<file path="src/rtl/johnson_pkg.sv">
// johnson_pkg: shared types and helpers for the Johnson code transmitter/receiver pair
//   state_t       HUNT/LOCKED flywheel state
//   johnson_next  one step of the transmitter ring (shift right, MSB takes ~LSB)
//   NUM_STATES    length of the Johnson sequence (2*JC_WIDTH)
package johnson_pkg;
    localparam int JC_WIDTH = 8;
    localparam int NUM_STATES = 2 * JC_WIDTH;
    typedef enum logic {HUNT = 1'b0, LOCKED = 1'b1} state_t;
    function automatic logic [JC_WIDTH-1:0] johnson_next(input logic [JC_WIDTH-1:0] code);
        return {~code[0], code[JC_WIDTH-1:1]};
    endfunction
endpackage

</file>
<file path="src/rtl/johnson_code_check.sv">
// johnson_code_check: combinational Johnson word legality check and index decode
//   code   in  WIDTH  Johnson-coded word
//   legal  out 1      code is one of the 2*WIDTH legal words
//   idx    out IDX_W  decoded sequence index, 0 for illegal words
module johnson_code_check #(
    parameter int WIDTH = 8,
    parameter int IDX_W = 4
) (
    input  logic [WIDTH-1:0] code,
    output logic             legal,
    output logic [IDX_W-1:0] idx
);
    localparam logic [WIDTH-1:0] ONES = '1;
    localparam logic [IDX_W:0] W_L = (IDX_W+1)'(WIDTH);
    localparam logic [IDX_W:0] NS = (IDX_W+1)'(2 * WIDTH);
    logic [IDX_W:0] p, idx_full;
    // LSB=0 words are a block of ones hanging from the MSB (first half of the
    // sequence); LSB=1 words are a block of ones resting on the LSB (second half)
    always_comb begin
        p = '0;
        for (int i = 0; i < WIDTH; i++) p = p + (IDX_W+1)'(code[i]);
        legal = code[0] ? (code == (ONES >> (W_L - p))) : (code == ~(ONES >> p));
        idx_full = code[0] ? NS - p : p;
        idx = legal ? idx_full[IDX_W-1:0] : '0;
    end
endmodule

</file>
<file path="src/rtl/johnson_decoder.sv">
// johnson_decoder: Johnson code receiver with legality check, index decode and lock flywheel
//   clk, rst    clock (rising edge), asynchronous active-high reset
//   in_valid    sample strobe for in_code
//   in_code     Johnson-coded word
//   err_clr     synchronous clear of err_count
//   idx_out     decoded index of the last sample
//   idx_valid   one-cycle pulse when idx_out/code_legal update
//   code_legal  last sample was a legal code
//   seq_err     one-cycle pulse on a sequence error while LOCKED
//   locked      flywheel is LOCKED
//   err_count   saturating count of seq_err pulses
module johnson_decoder
    import johnson_pkg::*;
#(
    parameter int WIDTH = JC_WIDTH,
    parameter int IDX_W = 4,
    parameter int LOCK_COUNT = 4,
    parameter int LOSS_COUNT = 2,
    parameter int ERR_W = 8
) (
    input  logic             clk,
    input  logic             rst,
    input  logic             in_valid,
    input  logic [WIDTH-1:0] in_code,
    input  logic             err_clr,
    output logic [IDX_W-1:0] idx_out,
    output logic             idx_valid,
    output logic             code_legal,
    output logic             seq_err,
    output logic             locked,
    output logic [ERR_W-1:0] err_count
);
    localparam logic [IDX_W-1:0] LAST = IDX_W'(2 * WIDTH - 1);
    localparam logic [3:0] LOCK_N = 4'(LOCK_COUNT);
    localparam logic [3:0] LOSS_N = 4'(LOSS_COUNT);
    logic legal, good, ref_ok, ref_ok_n, seq_err_n;
    logic [IDX_W-1:0] idx, ref_idx, ref_n, succ;
    logic [3:0] run, run_n, miss, miss_n;
    logic [ERR_W-1:0] err_n;
    state_t state, state_n;
    johnson_code_check #(.WIDTH(WIDTH), .IDX_W(IDX_W)) u_check (
        .code (in_code),
        .legal(legal),
        .idx  (idx)
    );
    always_comb begin
        state_n = state;
        run_n = run;
        miss_n = miss;
        ref_n = ref_idx;
        ref_ok_n = ref_ok;
        seq_err_n = 1'b0;
        succ = (ref_idx == LAST) ? '0 : ref_idx + 1'b1;
        good = legal && (idx == succ);
        if (in_valid) begin
            if (state == HUNT) begin
                if (legal) begin
                    run_n = (good && ref_ok) ? run + 1'b1 : '0;
                    ref_n = idx;
                    ref_ok_n = 1'b1;
                    if (run_n == LOCK_N) begin
                        state_n = LOCKED;
                        run_n = '0;
                        miss_n = '0;
                    end
                end else begin
                    run_n = '0;
                    ref_ok_n = 1'b0;
                end
            end else begin
                // flywheel: the reference keeps turning even across bad samples
                ref_n = succ;
                seq_err_n = !good;
                miss_n = good ? '0 : miss + 1'b1;
                if (miss_n == LOSS_N) begin
                    state_n = HUNT;
                    run_n = '0;
                    miss_n = '0;
                    ref_ok_n = 1'b0;
                end
            end
        end
        // a clear coinciding with an error leaves that error counted
        err_n = err_clr ? ERR_W'(seq_err_n) :
                (seq_err_n && !(&err_count)) ? err_count + 1'b1 : err_count;
    end
    always_ff @(posedge clk or posedge rst) begin
        if (rst) begin
            state <= HUNT;
            run <= '0;
            miss <= '0;
            ref_idx <= '0;
            ref_ok <= 1'b0;
            idx_out <= '0;
            idx_valid <= 1'b0;
            code_legal <= 1'b0;
            seq_err <= 1'b0;
            err_count <= '0;
        end else begin
            state <= state_n;
            run <= run_n;
            miss <= miss_n;
            ref_idx <= ref_n;
            ref_ok <= ref_ok_n;
            idx_out <= in_valid ? idx : idx_out;
            code_legal <= in_valid ? legal : code_legal;
            idx_valid <= in_valid;
            seq_err <= seq_err_n;
            err_count <= err_n;
        end
    end
    assign locked = (state == LOCKED);
endmodule

</file>
<file path="config.mk">
export PLATFORM = sky130hd
export DESIGN_NAME = johnson_decoder
export DESIGN_NICKNAME = d
export VERILOG_FILES = /design/src/rtl/johnson_pkg.sv /design/src/rtl/johnson_code_check.sv /design/src/rtl/johnson_decoder.sv
export SDC_FILE = /design/constraint.sdc
export NUM_CORES = 1
export LEC_CHECK = 0
export CAP_MARGIN = 20
export CORE_MARGIN = 2
export CORE_UTILIZATION = 61
export DETAILED_ROUTE_END_ITERATION = 6
export PLACE_DENSITY = 0.86
export SYNTH_ARGS = -nofsm -noshare
export SYNTH_HDL_FRONTEND = slang
export SYNTH_SLANG_ARGS = --single-unit
</file>
<file path="constraint.sdc">
create_clock -name clk -period 6.25 [get_ports clk]
set_clock_uncertainty 0.05 [all_clocks]
set_input_delay 1.5625 -clock clk [delete_from_list [all_inputs] [get_ports clk]]
set_output_delay 1.5625 -clock clk [all_outputs]
set_load 0.005 [all_outputs]
</file>
# Word-level counts from Yosys, hierarchy flattened
# Index checks and enable logic that the tools add are counted.
# classes
n_bitwise,1
n_eq_ne,7
reduce_logical,12
add_sub_neg,13
shift,2
n_mux,27
# ops
op,n
$mux W4,15
$add A5 B1 Y5,6
$eq A8 B8 Y1,2
$mux W8,2
$shr A8 B5 Y8 const A,2
$add A4 B1 Y4 const B,3
$mux W1,10
$add A8 B1 Y8 const B,1
$not A8 Y8,1
$reduce_and A8 Y1,1
$reduce_bool A2 Y1,3
$sub A4 B5 Y5 const A,1
$eq A4 B2 Y1 const B,1
$eq A4 B3 Y1 const B,1
$eq A4 B4 Y1,1
$eq A4 B4 Y1 const B,1
$reduce_and A2 Y1,2
$sub A1 B4 Y4 const A,1
$logic_and A1 B1 Y1,3
$reduce_and A3 Y1,1
$add A1 B1 Y2,1
$logic_not A1 Y1,2
$ne A2 B1 Y1 const B,1
# totals
register_bits,29
output_inout_bits,16
in_bits,12

# Longest topological paths before layout
# logic_depth
word_depth,20
depth_mapped,20

# By module
# From an unflattened synthesis, not the netlist that was laid out.
# unflattened
hier_cells,269
hier_area_um2,2412.3
# modules_own_cells
module,cells_each,area_each_um2,seq_area_each_um2,n_inst
johnson_decoder,149,1561.5,725.7,1
johnson_code_check,120,850.8,0.0,1

# Least setup slack after synthesis
# OpenSTA, ideal clock, no wires.
# synth_timing
path_type,input port to flip-flop
startpoint,input port in_code[0]
endpoint,register err_count[3]
setup_slack_ns,-0.149
setup_time_ns,0.128
stages,19
t_arrival_ns,6.221
path_buffers,2
cell_sequence,ha_1 inv_1 fa_1 fa_1 inv_1 fa_1 inv_1 fa_1 ha_1 ha_1 clkbuf_1 nand2_1 o21ai_1 xnor2_1 a2111oi_1 and3_1 buf_4 nor3_1 mux2_1
# synth_between
elab_chain_len,19
word_cells_on_any_way,24
# synth_lines
item,line_no,text
"start, declared",johnson_decoder.sv:24,"input logic [WIDTH-1:0] in_code,"
$add A1 B1 Y2,johnson_code_check.sv:21,for (int i = 0; i < WIDTH; i++) p = p + (IDX_W+1)'(code[i]);
$add A5 B1 Y5 (6 in a row),johnson_code_check.sv:21,
$sub A4 B5 Y5 / $shr A8 B5 Y8 (equally long branches),johnson_code_check.sv:22,legal = code[0] ? (code == (ONES >> (W_L - p))) : (code == ~(ONES >> p));
$shr A8 B5 Y8 / $not A8 Y8 (equally long branches),johnson_code_check.sv:22,
$eq A8 B8 Y1,johnson_code_check.sv:22,
$mux W1,johnson_code_check.sv:22,
$mux W4,johnson_code_check.sv:24,idx = legal ? idx_full[IDX_W-1:0] : '0;
$eq A4 B4 Y1,johnson_decoder.sv:54,good = legal && (idx == succ);
$logic_and A1 B1 Y1 *,johnson_decoder.sv:54,
$logic_not A1 Y1 *,johnson_decoder.sv:73,seq_err_n = !good;
$mux W1 *,johnson_decoder.sv:56,if (state == HUNT) begin
$mux W1 *,johnson_decoder.sv:55,if (in_valid) begin
$logic_and A1 B1 Y1 *,johnson_decoder.sv:85,(seq_err_n && !(&err_count)) ? err_count + 1'b1 : err_count;
$reduce_bool A2 Y1 (no source line) *,-,
"end signal, assigned",johnson_decoder.sv:109,err_count <= err_n;
"end, declared",johnson_decoder.sv:31,output logic [ERR_W-1:0] err_count
# Mark *: on every way between the ends. The rest lies on a longest branch, timed or not.
# A chain may end at the register's enable or synchronous reset.

# Final worst setup path
# layout_timing
startpoint,input port in_code[1]
endpoint,register err_count[3]
# The elaborated chain is that of the path after synthesis.

==> results.json <==
{
  "yosysTopAreaCellShare": 0.291,
  "async_reset_ff_frac": 1.00,
  "grt_setup_unrepaired": "true",
  "crit_chain": "buf_8, ha_4, inv_2, fa_1, fa_1, inv_2, fa_2, inv_2, fa_2, ha_4, ha_4, nor2_1, or4_1, a21oi_2, o2111ai_2, nor4_4, buf_6, and3_4, nor3_4, mux2_4",
  "drt_wl_total_mm": 8.75,
  "syn2layout_area_growth_pct": 41.8,
  "die_area_um2": 4620,
  "worstSetupStartpointType": "primary input",
  "yosys_warnings": 0,
  "core_um2": 3970,
  "wl_per_cell_um": 21.2,
  "first_iter_violations": 375,
  "crit_buf_inv": 5,
  "grt_pass1_vias": 2572,
  "max-cap-violations": 0,
  "endpoint_kind": "flip-flop",
  "worstSetupPathType": "in2reg",
  "power.density_nw_per_um2": 328,
  "cts_tree": "done",
  "vdd_drop_max_mv": 0.268,
  "clk_latency_ns": 0.30,
  "cp_top_family": "adder cells",
  "syn_area_um2": 2490,
  "grt_max_degree": 30,
  "netlist_instances": 291,
  "clock-sinks": 29,
  "numCtsBuffers": 5,
  "violations": "negative setup slack",
  "synth-edff-count": 0,
  "die_w_um": 67.9,
  "dpl_cell_area_um2": 3090,
  "finalCritPeriodShare": 1.01,
  "gr-total-overflow": 0,
  "hold_viol": 0,
  "dieHeight_um": 67.9,
  "synth_flop_cell": "dfrtp_1",
  "drc": 0,
  "synthesis.nets": 318,
  "synth_area_leaders": "dfrtp_1 29%, ha_1 5.5%, inv_1 3.8%, nand2_1 3.3%, fa_1 3.2%",
  "antenna_cells": 0,
  "synth_common_cells": "29 x dfrtp_1, 25 x inv_1, 22 x nand2_1, 16 x nand3_1",
  "min_path_type": "reg2reg",
  "syn_area_per_cell_um2": 8.57,
  "clk_pin_slew_ns": 0.06,
  "synth-seq-cells": 29,
  "cp_slowest_cell": "fa_1",
  "seq_area_frac_synth": 0.291,
  "final_util": 0.890,
  "nets": 388,
  "synth.most_common_cell": "dfrtp_1",
  "cp.required_ns": 6.37,
  "relSlewSlack": 0.525,
  "leakage_nw": 1.51,
  "post-place-ws_ns": -0.679,
  "path_max_fanout": 6,
  "dr.pass1.iters": 7,
  "fin_area_um2": 3540,
  "antenna_left": 0,
  "setup_violations": 4,
  "finalPower_mw": 1.16,
  "netlist-cell-type-count": 67,
  "via_count": 2846,
  "grt_antenna_before_repair": 0,
  "critical_path_arrival_ns": 6.41,
  "htreeDepth": 2,
  "route.detailed.vias_per_inst": 6.91,
  "clockRootBuffer": "clkbuf_8",
  "fill_cells": 172,
  "drv_slew": 0,
  "status": "finished, violations left",
  "fin_crit_ns": 6.28,
  "detailed_place_hpwl_mm": 5.02,
  "start_util": 0.628,
  "grt_use_total": 0.353,
  "num_rows": 23,
  "grt_pass1_wl_mm": 12.0,
  "yosysTopAreaCell": "dfrtp_1",
  "tightest_slew_ns": 0.711,
  "ioPinCount": 28,
  "fmax_ghz": 0.159,
  "place.gp.congestion": 0.978,
  "setup_slack_ns": -0.0335,
  "drive_gt1_frac": 0.307,
  "cts_buffer_depth": 2,
  "port_buffers": 27,
  "slowest_delay_ns": 0.53
}
==> logic make-up (layout without fill, tap and decap cells) <==
family,after synthesis,in the layout,synth area share
AO/OA/AOI/OAI,87,87,0.257
XOR/XNOR,9,9,0.0346
buffers and inverters,42,113,0.0712
flip-flops,29,29,0.291
AND/OR/NAND/NOR,99,99,0.216
adder cells (fa/ha/maj),15,15,0.0873
multiplexers,10,10,0.0431
==> flip-flops by register name (all words and copies together) (netlist names) <==
register	flops
seq_err	1
err_count	8
idx_out	4
miss	4
code_legal	1
ref_idx	4
locked	1
idx_valid	1
ref_ok	1
run	4
==> per-stage QoR <==
step                TNS (ns)  cells  hold slack (ns)
floorplan                  0    291            0.414
global placement      -12.31    397            0.437
detailed placement    -16.38    397            0.470
CTS                        0    409            0.481
global route           -3.50    412            0.494
finish               -0.0995    412            0.482
==> final cells by class <==
class | instances | area (um^2) | area share
flip-flops and latches | 29 | 726 | 0.205
clock inverters | 1 | 30.0 | 0.00849
repair buffers | 77 | 692 | 0.196
inverters | 28 | 108 | 0.0304
well taps | 50 | 62.6 | 0.0177
multi-input cells | 220 | 1830 | 0.518
clock buffers | 7 | 86.3 | 0.0244
==> final timing paths <==
| path | from | to | slack, ns | cells past startpoint |
|---|---|---|---|---|
| max in group asynchronous | rst | err_count[4]$_DFFE_PP0P_ | 4.22 | 3 |
| min | ref_ok$_DFFE_PP0P_ | ref_ok$_DFFE_PP0P_ | 0.48 | 1 |
| max | in_code[1] | err_count[3]$_DFFE_PP0P_ | -0.03 | 20 |
| max reg2reg | ref_idx[0]$_DFFE_PP0P_ | err_count[3]$_DFFE_PP0P_ | 3.58 | 8 |
| min reg2reg | ref_ok$_DFFE_PP0P_ | ref_ok$_DFFE_PP0P_ | 0.48 | 1 |
| min in group asynchronous | rst | idx_out[3]$_DFFE_PP0P_ | 1.49 | 2 |
==> what timing repair did <==
action	4_1_cts	5_1_grt
setup endpoints to repair	28	27
gates resized for setup	25	42
hold buffers	0	0
buffers inserted	4	3
pin swaps	9	20
==> per-layer routing <==
metal  GRT usage  routed length, um  vias to the layer above
met5           0                  0                        -
met4       0.170                465                        0
met3      0.0855                871                       55
met2       0.589               4220                      219
met1       0.425               3200                     1360
li1            -                  -                     1212
==> cell usage in the layout, fill, tap and decap left out, types with 4 or more instances in the layout <==
master,n
clkbuf_8,6
o211ai_1,4
a21o_1,5
nand2b_1,7
buf_4,45
inv_2,7
a211o_1,4
mux2_2,4
buf_6,4
and3_1,4
nand3_1,15
ha_1,6
a31oi_1,5
a21oi_1,12
nor2b_1,10
inv_1,19
nand2_1,21
o21ai_0,14
xor2_1,4
dfrtp_1,29
clkdlybuf4s50_1,23
nor2_1,15
ha_4,5
==> where the power goes <==
group,switching (mW),total [mW],internal (mW)
Sequential,0.0253,0.231,0.206
Clock,0.0773,0.207,0.130
Combinational,0.379,0.721,0.342
Total,0.482,1.16,0.677
Note: power is estimated with default switching activity, not from simulation.
